$ cat config.mk
export PLATFORM = sky130hd
export DESIGN_NAME = ddr_deserializer_align_flat
export DESIGN_NICKNAME = d
export VERILOG_FILES = /design/src/rtl/ddr_deserializer_align_if.sv /design/src/rtl/ddr_deserializer_align.sv /design/src/flat_wrapper.sv
export SDC_FILE = /design/constraint.sdc
export NUM_CORES = 1
export LEC_CHECK = 0
export ABC_AREA = 0
export CORE_AREA = 2 2 116 118
export DETAILED_ROUTE_END_ITERATION = 10
export DIE_AREA = 0 0 118 120
export DONT_BUFFER_PORTS = 1
export GPL_TIMING_DRIVEN = 0
export HOLD_SLACK_MARGIN = 0.06
export PLACE_DENSITY = 0.71
export SYNTH_ARGS = -nofsm -noshare
export SYNTH_HDL_FRONTEND = slang
export SYNTH_SLANG_ARGS = --single-unit
$ cat constraint.sdc
create_clock -name high_speed_clock -period 2.9 [get_ports high_speed_clock]
set_input_delay 0.435 -clock high_speed_clock [delete_from_list [all_inputs] [get_ports high_speed_clock]]
set_output_delay 0.435 -clock high_speed_clock [all_outputs]
set_load 0.005 [all_outputs]
$ cat src/rtl/ddr_deserializer_align_if.sv
// Lane-side and word-side signal bundle for the DDR deserializer/aligner.
// The master drives the lane and control inputs; the slave produces the assembled word.
interface ddr_deserializer_align_if #(
  parameter int D = 8,
  parameter int S = 8
) ();
  localparam int CW = (S > 1) ? $clog2(S) : 1;

  logic           in_valid;
  logic [D-1:0]   data_in;
  logic           bitslip;
  logic           train_en;
  logic [D*S-1:0] data_out;
  logic           out_valid;
  logic           locked;
  logic [CW-1:0]  slip_count;

  modport master (
    output in_valid, data_in, bitslip, train_en,
    input  data_out, out_valid, locked, slip_count
  );

  modport slave (
    input  in_valid, data_in, bitslip, train_en,
    output data_out, out_valid, locked, slip_count
  );
endinterface

$ cat src/rtl/ddr_deserializer_align.sv
// Gathers S beats of D bits into one word, with a beat-dropping slip for frame
// alignment driven either manually or by a training-word hunting FSM.
module ddr_deserializer_align #(
  parameter int             D          = 8,
  parameter int             S          = 8,
  parameter int             MSB_FIRST  = 0,
  parameter logic [D*S-1:0] PATTERN    = 64'h0706050403020100,
  parameter int             LOCK_COUNT = 4
) (
  input logic                   high_speed_clock,
  input logic                   reset,
  ddr_deserializer_align_if.slave lane
);
  localparam int CW = (S > 1) ? $clog2(S) : 1;
  localparam int MW = $clog2(LOCK_COUNT + 1);
  localparam logic [CW-1:0] LAST_BEAT = CW'(S - 1);
  localparam logic [MW-1:0] LOCK_TGT  = MW'(LOCK_COUNT);

  typedef enum logic [1:0] {IDLE, HUNT, LOCKED} state_t;

  state_t         state_q, state_d;
  logic [CW-1:0]  cnt_q, cnt_d;
  logic [CW-1:0]  slip_cnt_q, slip_cnt_d;
  logic [MW-1:0]  match_q, match_d;
  logic           pend_q, pend_d;
  logic           locked_q, locked_d;
  logic           train_prev_q, train_prev_d;
  logic           out_valid_q, out_valid_d;
  logic [D*S-1:0] data_out_q, data_out_d;
  logic [D*S-1:0] stage_q, stage_d;

  logic          manual_req, slip_now, accept, drop, word_done, fsm_slip;
  logic [CW-1:0] slot;

  always_comb begin
    manual_req = ~lane.train_en & lane.bitslip;
    // A request in the same cycle as a beat already consumes that beat.
    slip_now   = pend_q | manual_req;
    accept     = lane.in_valid & ~slip_now;
    drop       = lane.in_valid & slip_now;
    word_done  = accept & (cnt_q == LAST_BEAT);
    slot       = (MSB_FIRST != 0) ? (LAST_BEAT - cnt_q) : cnt_q;

    stage_d = stage_q;
    if (accept) stage_d[int'(slot)*D +: D] = lane.data_in;

    cnt_d = cnt_q;
    if (accept) cnt_d = word_done ? '0 : cnt_q + 1'b1;

    slip_cnt_d = slip_cnt_q;
    if (drop) slip_cnt_d = (slip_cnt_q == LAST_BEAT) ? '0 : slip_cnt_q + 1'b1;

    data_out_d   = word_done ? stage_d : data_out_q;
    out_valid_d  = word_done;
    train_prev_d = lane.train_en;
  end

  // Training FSM judges the word as it completes so lock lines up with out_valid.
  always_comb begin
    state_d  = state_q;
    match_d  = match_q;
    locked_d = locked_q;
    fsm_slip = 1'b0;
    if (!lane.train_en) begin
      state_d = IDLE;
    end else begin
      case (state_q)
        IDLE: begin
          if (!train_prev_q) begin
            state_d  = HUNT;
            locked_d = 1'b0;
            match_d  = '0;
          end
        end
        HUNT: begin
          if (word_done) begin
            if (stage_d == PATTERN) begin
              match_d = match_q + 1'b1;
              if (match_d == LOCK_TGT) begin
                state_d  = LOCKED;
                locked_d = 1'b1;
              end
            end else begin
              match_d  = '0;
              fsm_slip = 1'b1;
            end
          end
        end
        LOCKED:  ;
        default: state_d = IDLE;
      endcase
    end
    pend_d = drop ? 1'b0 : (slip_now | fsm_slip);
  end

  always_ff @(posedge high_speed_clock) begin
    if (reset) begin
      state_q      <= IDLE;
      cnt_q        <= '0;
      slip_cnt_q   <= '0;
      match_q      <= '0;
      pend_q       <= 1'b0;
      locked_q     <= 1'b0;
      train_prev_q <= 1'b0;
      out_valid_q  <= 1'b0;
      data_out_q   <= '0;
    end else begin
      state_q      <= state_d;
      cnt_q        <= cnt_d;
      slip_cnt_q   <= slip_cnt_d;
      match_q      <= match_d;
      pend_q       <= pend_d;
      locked_q     <= locked_d;
      train_prev_q <= train_prev_d;
      out_valid_q  <= out_valid_d;
      data_out_q   <= data_out_d;
    end
  end

  // Staging slots are fully rewritten every frame, so they need no reset.
  always_ff @(posedge high_speed_clock) begin
    stage_q <= stage_d;
  end

  assign lane.data_out   = data_out_q;
  assign lane.out_valid  = out_valid_q;
  assign lane.locked     = locked_q;
  assign lane.slip_count = slip_cnt_q;
endmodule

$ cat src/flat_wrapper.sv
// flat-port wrapper written by rule: the top's interface ports become plain ports
module ddr_deserializer_align_flat 
#(
  parameter int             D          = 8,
  parameter int             S          = 8,
  parameter int             MSB_FIRST  = 0,
  parameter logic [D*S-1:0] PATTERN    = 64'h0706050403020100,
  parameter int             LOCK_COUNT = 4
)
  (high_speed_clock, reset, lane_in_valid, lane_data_in, lane_bitslip, lane_train_en, lane_data_out, lane_out_valid, lane_locked, lane_slip_count);
  ddr_deserializer_align_if #(.D(D), .S(S)) lane_i ();
  input logic high_speed_clock;
  input logic reset;
  input wire logic [$bits(lane_i.in_valid)-1:0] lane_in_valid;
  input wire logic [$bits(lane_i.data_in)-1:0] lane_data_in;
  input wire logic [$bits(lane_i.bitslip)-1:0] lane_bitslip;
  input wire logic [$bits(lane_i.train_en)-1:0] lane_train_en;
  output wire logic [$bits(lane_i.data_out)-1:0] lane_data_out;
  output wire logic [$bits(lane_i.out_valid)-1:0] lane_out_valid;
  output wire logic [$bits(lane_i.locked)-1:0] lane_locked;
  output wire logic [$bits(lane_i.slip_count)-1:0] lane_slip_count;
  assign lane_i.in_valid = lane_in_valid;
  assign lane_i.data_in = lane_data_in;
  assign lane_i.bitslip = lane_bitslip;
  assign lane_i.train_en = lane_train_en;
  assign lane_data_out = lane_i.data_out;
  assign lane_out_valid = lane_i.out_valid;
  assign lane_locked = lane_i.locked;
  assign lane_slip_count = lane_i.slip_count;
  ddr_deserializer_align #(.D(D), .S(S), .MSB_FIRST(MSB_FIRST), .PATTERN(PATTERN), .LOCK_COUNT(LOCK_COUNT)) u_core (.high_speed_clock(high_speed_clock), .reset(reset), .lane(lane_i));
endmodule
==> metrics.md <==
| Metric | Value |
|---|---|
| Worst path max stage delay | `390 ps` |
| Met3 Use GR | `8.37%` |
| Power, Total | `4.82 mW` |
| Post-synth top area share | `50.1%` |
| Crit-path max FO | `10` |
| Lkg Pwr | `2.50 nW` |
| Crit path capture type | `flip-flop` |
| HP Class | `input pin to flip-flop` |
| MaxCap Viol Count | `0` |
| Flop pwr share | `43.1%` |
| Internal power | `3.80 mW` |
| Placed Cells | `779` |
| WP data arrival | `3260 ps` |
| FF-to-FF Start | `u_core.cnt_q[0]` |
| Storage element area | `0.00287 mm2` |
| Final hold violation count | `0` |
| Skew final | `8.87 ps` |
| CTS Sinks | `143` |
| Worst Max-Slew Pin Slew | `863 ps` |
| Buf/Inv on CP | `4` |
| Peak supply drop | `0.438 mV` |
| Initial drt markers | `303` |
| Clk slew on worst S/H paths | `60 ps` |
| Die ar. | `0.0142 mm2` |
| Seq/Total Area, Yosys | `50.1%` |
| Post-synth top area cell | `dfxtp_1` |
| Cell Rows | `42` |
| CTS root buffer | `clkbuf_16` |
| # DRC | `0` |
| Worst path cell trace | `inv_4 > ha_4 > ha_4 > buf_4 > nor4b_2 > nand4_1 > buf_4 > nor2_1 > o211ai_1 > nor4_4 > buf_6 > nand3_2 > a221oi_2` |
| GRT overflow | `0` |
| Most common cell in the netlist | `dfxtp_1` |
| Placed inst area | `0.00594 mm2` |
| Layout Cells excl Fill | `823` |
| Finish-stage setup viols | `1` |
| Tcrit/Tclk final | `101%` |
| Largest net degree at the start of global routing | `17` |
| Post-cts hold buffer count | `0` |
| Post-layout util | `52.5%` |
| Min-Delay Path Depth | `1` |
| Drt wl/cell | `18.1 um` |
| Startpoint types | `flip-flop` |
| Seq cells post-synth | `143` |
| Headroom to the max-slew limit | `42.5%` |
| Final WS setup | `-16.0 ps` |
| Top FF cell, synth | `dfxtp_1` |
| Global-route wire length before repair | `23100 um` |
| Post-Synthesis Cells | `603` |
| Number of global-route vias before repair | `4487` |
| Hold path startpoint | `lane_data_in[7]` |
| Total CTS buffers | `17` |
| Unique cell type count in the Yosys netlist | `46` |
| Highest-delay cell along the critical path | `dfxtp_4` |
| Synth async-reset ratio | `0%` |
| Port Buffer Count | `0` |
| Setup slack, reg-to-reg | `-20 ps` |
| GRT Max-Usage Layer | `met2` |
| Combinational power share | `6.0%` |
| Top cell family by delay on the critical path | `simple AND/OR/NAND/NOR gates` |
| Nets | `656` |
| Post-synth EDFFs | `0` |
| Worst r2r path cells | `13` |
| Die Y | `120 um` |
| Vias per cell | `5.52` |
| Met2 Track Usage GR | `34.8%` |
| CTS tree | `yes` |
| RSZ-0062 raised after global routing | `yes` |
| Via count of the routed design | `4543` |
| Synthesized Nets | `625` |
| Synthesized area | `0.00572 mm2` |
| IO Count | `82` |
| Area of the multi-input gates | `0.00277 mm2` |
| Synth top area cells | `dfxtp_1, mux2i_1, nor2_1, mux2_2, nand2_1` |
| Yosys warning count | `0` |
| Highest clock rate | `343 MHz` |
| Slew Viols, Final | `0` |
| Syn Area/Cell | `9.48 um2` |
| Failing checks | `negative setup slack` |
| Sw Share | `21.2%` |
| Clock share of power | `50.8%` |
| P&R area growth vs syn | `19.2%` |
| Post-route cell area | `0.00682 mm2` |
| Core Area | `0.0130 mm2` |
| Outcome | `complete, but fails checks` |
| Initial antenna violation count | `0` |
| Routed Antenna Nets | `0` |
| R2R Path End | `u_core.lane.locked` |
| First drt pass iteration count | `5` |
| Crit path required time | `3240 ps` |
| DIE WIDTH | `118 um` |
| H-Tree Depth | `4` |
| CTS Buffer Depth | `2` |
| Routed WL | `14900 um` |
| Fraction of layout cells with a size suffix above 1 | `16.2%` |
| Fin crit period | `2920 ps` |
| TNS Setup | `-16.0 ps` |
| FILL cells | `1129` |
| Worst Setup SP | `u_core.cnt_q[0]` |
| Pwr per Cell Area | `708 mW/mm2` |
| Kind of critical path | `flip-flop to flip-flop` |
| Gpl congestion | `0.892` |
| NetSw | `1.02 mW` |
| Synth cell count leaders | `dfxtp_1, nor2_1, nand2_1` |
| Total GRT Usage | `21.2%` |
| Hpwl dp | `10500 um` |
| Worst Hold Endpoint | `u_core.stage_q[7]` |
| GR Util met1 | `24.0%` |
| Worst-skew pair later-pin latency | `430 ps` |
| Initial Util | `44.1%` |
| Diodes inserted | `0` |
-- power groups by stage --
stage | Combinational (mW) | Sequential (mW) | Clock (mW)
after floorplan | 0.187 | 2.11 | 0
after global placement | 0.240 | 2.12 | 0
after detailed placement | 0.247 | 2.12 | 0
after CTS | 0.260 | 2.08 | 2.48
after global routing | 0.315 | 2.09 | 2.59
final | 0.291 | 2.08 | 2.45
-- sequential cells by signal, summed over array words and instances, names as in the netlist --
register / flops
u_core.lane.locked: 1
u_core.lane.slip_count: 3
u_core.train_prev_q: 1
u_core.state_q: 2
u_core.match_q: 3
u_core.pend_q: 1
u_core.cnt_q: 3
u_core.stage_q: 64
u_core.lane.out_valid: 1
u_core.lane.data_out: 64
-- worst max path at each step --
| stage | endpoint | slack, ps | cells past startpoint |
|---|---|---|---|
| 3_3_place_gp | u_core.state_q[0] | -430 | 12 |
| 6_report | u_core.lane.locked | -20 | 13 |
| 5_1_grt | u_core.lane.locked | -100 | 13 |
| 2_1_floorplan | u_core.state_q[0] | 2 | 12 |
| 3_5_place_dp | u_core.state_q[0] | -470 | 12 |
| 4_1_cts | u_core.state_q[1] | 20 | 13 |
-- cell usage in the layout, fill, tap and decap left out, types with 5 or more instances in the layout --
master	netlist	routed
nand4_1	7	7
a311oi_1	9	9
nor3_1	9	9
nor3b_1	7	6
buf_4	0	14
ha_1	9	7
nand2_1	67	67
and2_1	6	6
and3_1	6	5
o21ai_0	38	37
clkbuf_16	0	17
a21oi_1	11	11
clkbuf_8	0	5
nand3_1	15	13
nor2b_1	10	10
buf_2	7	5
inv_1	8	6
clkbuf_1	25	24
nor4_1	6	6
nand2b_1	12	11
dfxtp_1	143	140
nor2_1	86	86
mux2i_1	56	55
mux2_2	27	26
bufinv_16	0	5
-- stage by stage --
step / setup slack [ps] / hold slack [ps]
after floorplan: 1.88 / 434
after global placement: -427 / 454
after detailed placement: -467 / 461
after CTS: 15.6 / 162
after global routing: -101 / 158
final: -16.0 / 177
-- timing repair --
| item | in CTS | in global routing |
|---|---|---|
| pin swaps | 4 | 12 |
| resized for setup | 16 | 20 |
| buffers inserted | 2 | 11 |
| setup endpoints to repair | 18 | 7 |
-- cell type report --
cell class	count	share of cell area, %
clock inverters	10	2.64
well taps	176	3.23
inverters	8	0.477
multi-input cells	418	40.6
plain buffers	33	2.15
flip-flops and latches	143	42.1
clock buffers	22	7.25
repair buffers	13	1.49
-- kinds of logic (layout without fill, tap and decap cells) --
family                     count (synthesis)  in the layout  synth area share, %
adders and majority gates                  9              9                 1.97
buffers and inverters                     42             86                 2.93
and+or+nand+nor                          252            252                 21.6
muxes                                     83             83                 15.1
DFF                                      143            143                 50.1
AOI/OAI and AO/OA                         74             74                 8.29
-- per-layer routing --
metal  vias to the layer above  part of all wire, %  wire length (um)
met5                         -                    0                 0
met4                         0                  2.9               430
met3                        34                  6.8              1010
met2                       151                   49              7240
met1                      2190                   42              6210
li1                       2168                    -                 -
Note: power is estimated with default switching activity, not from simulation.
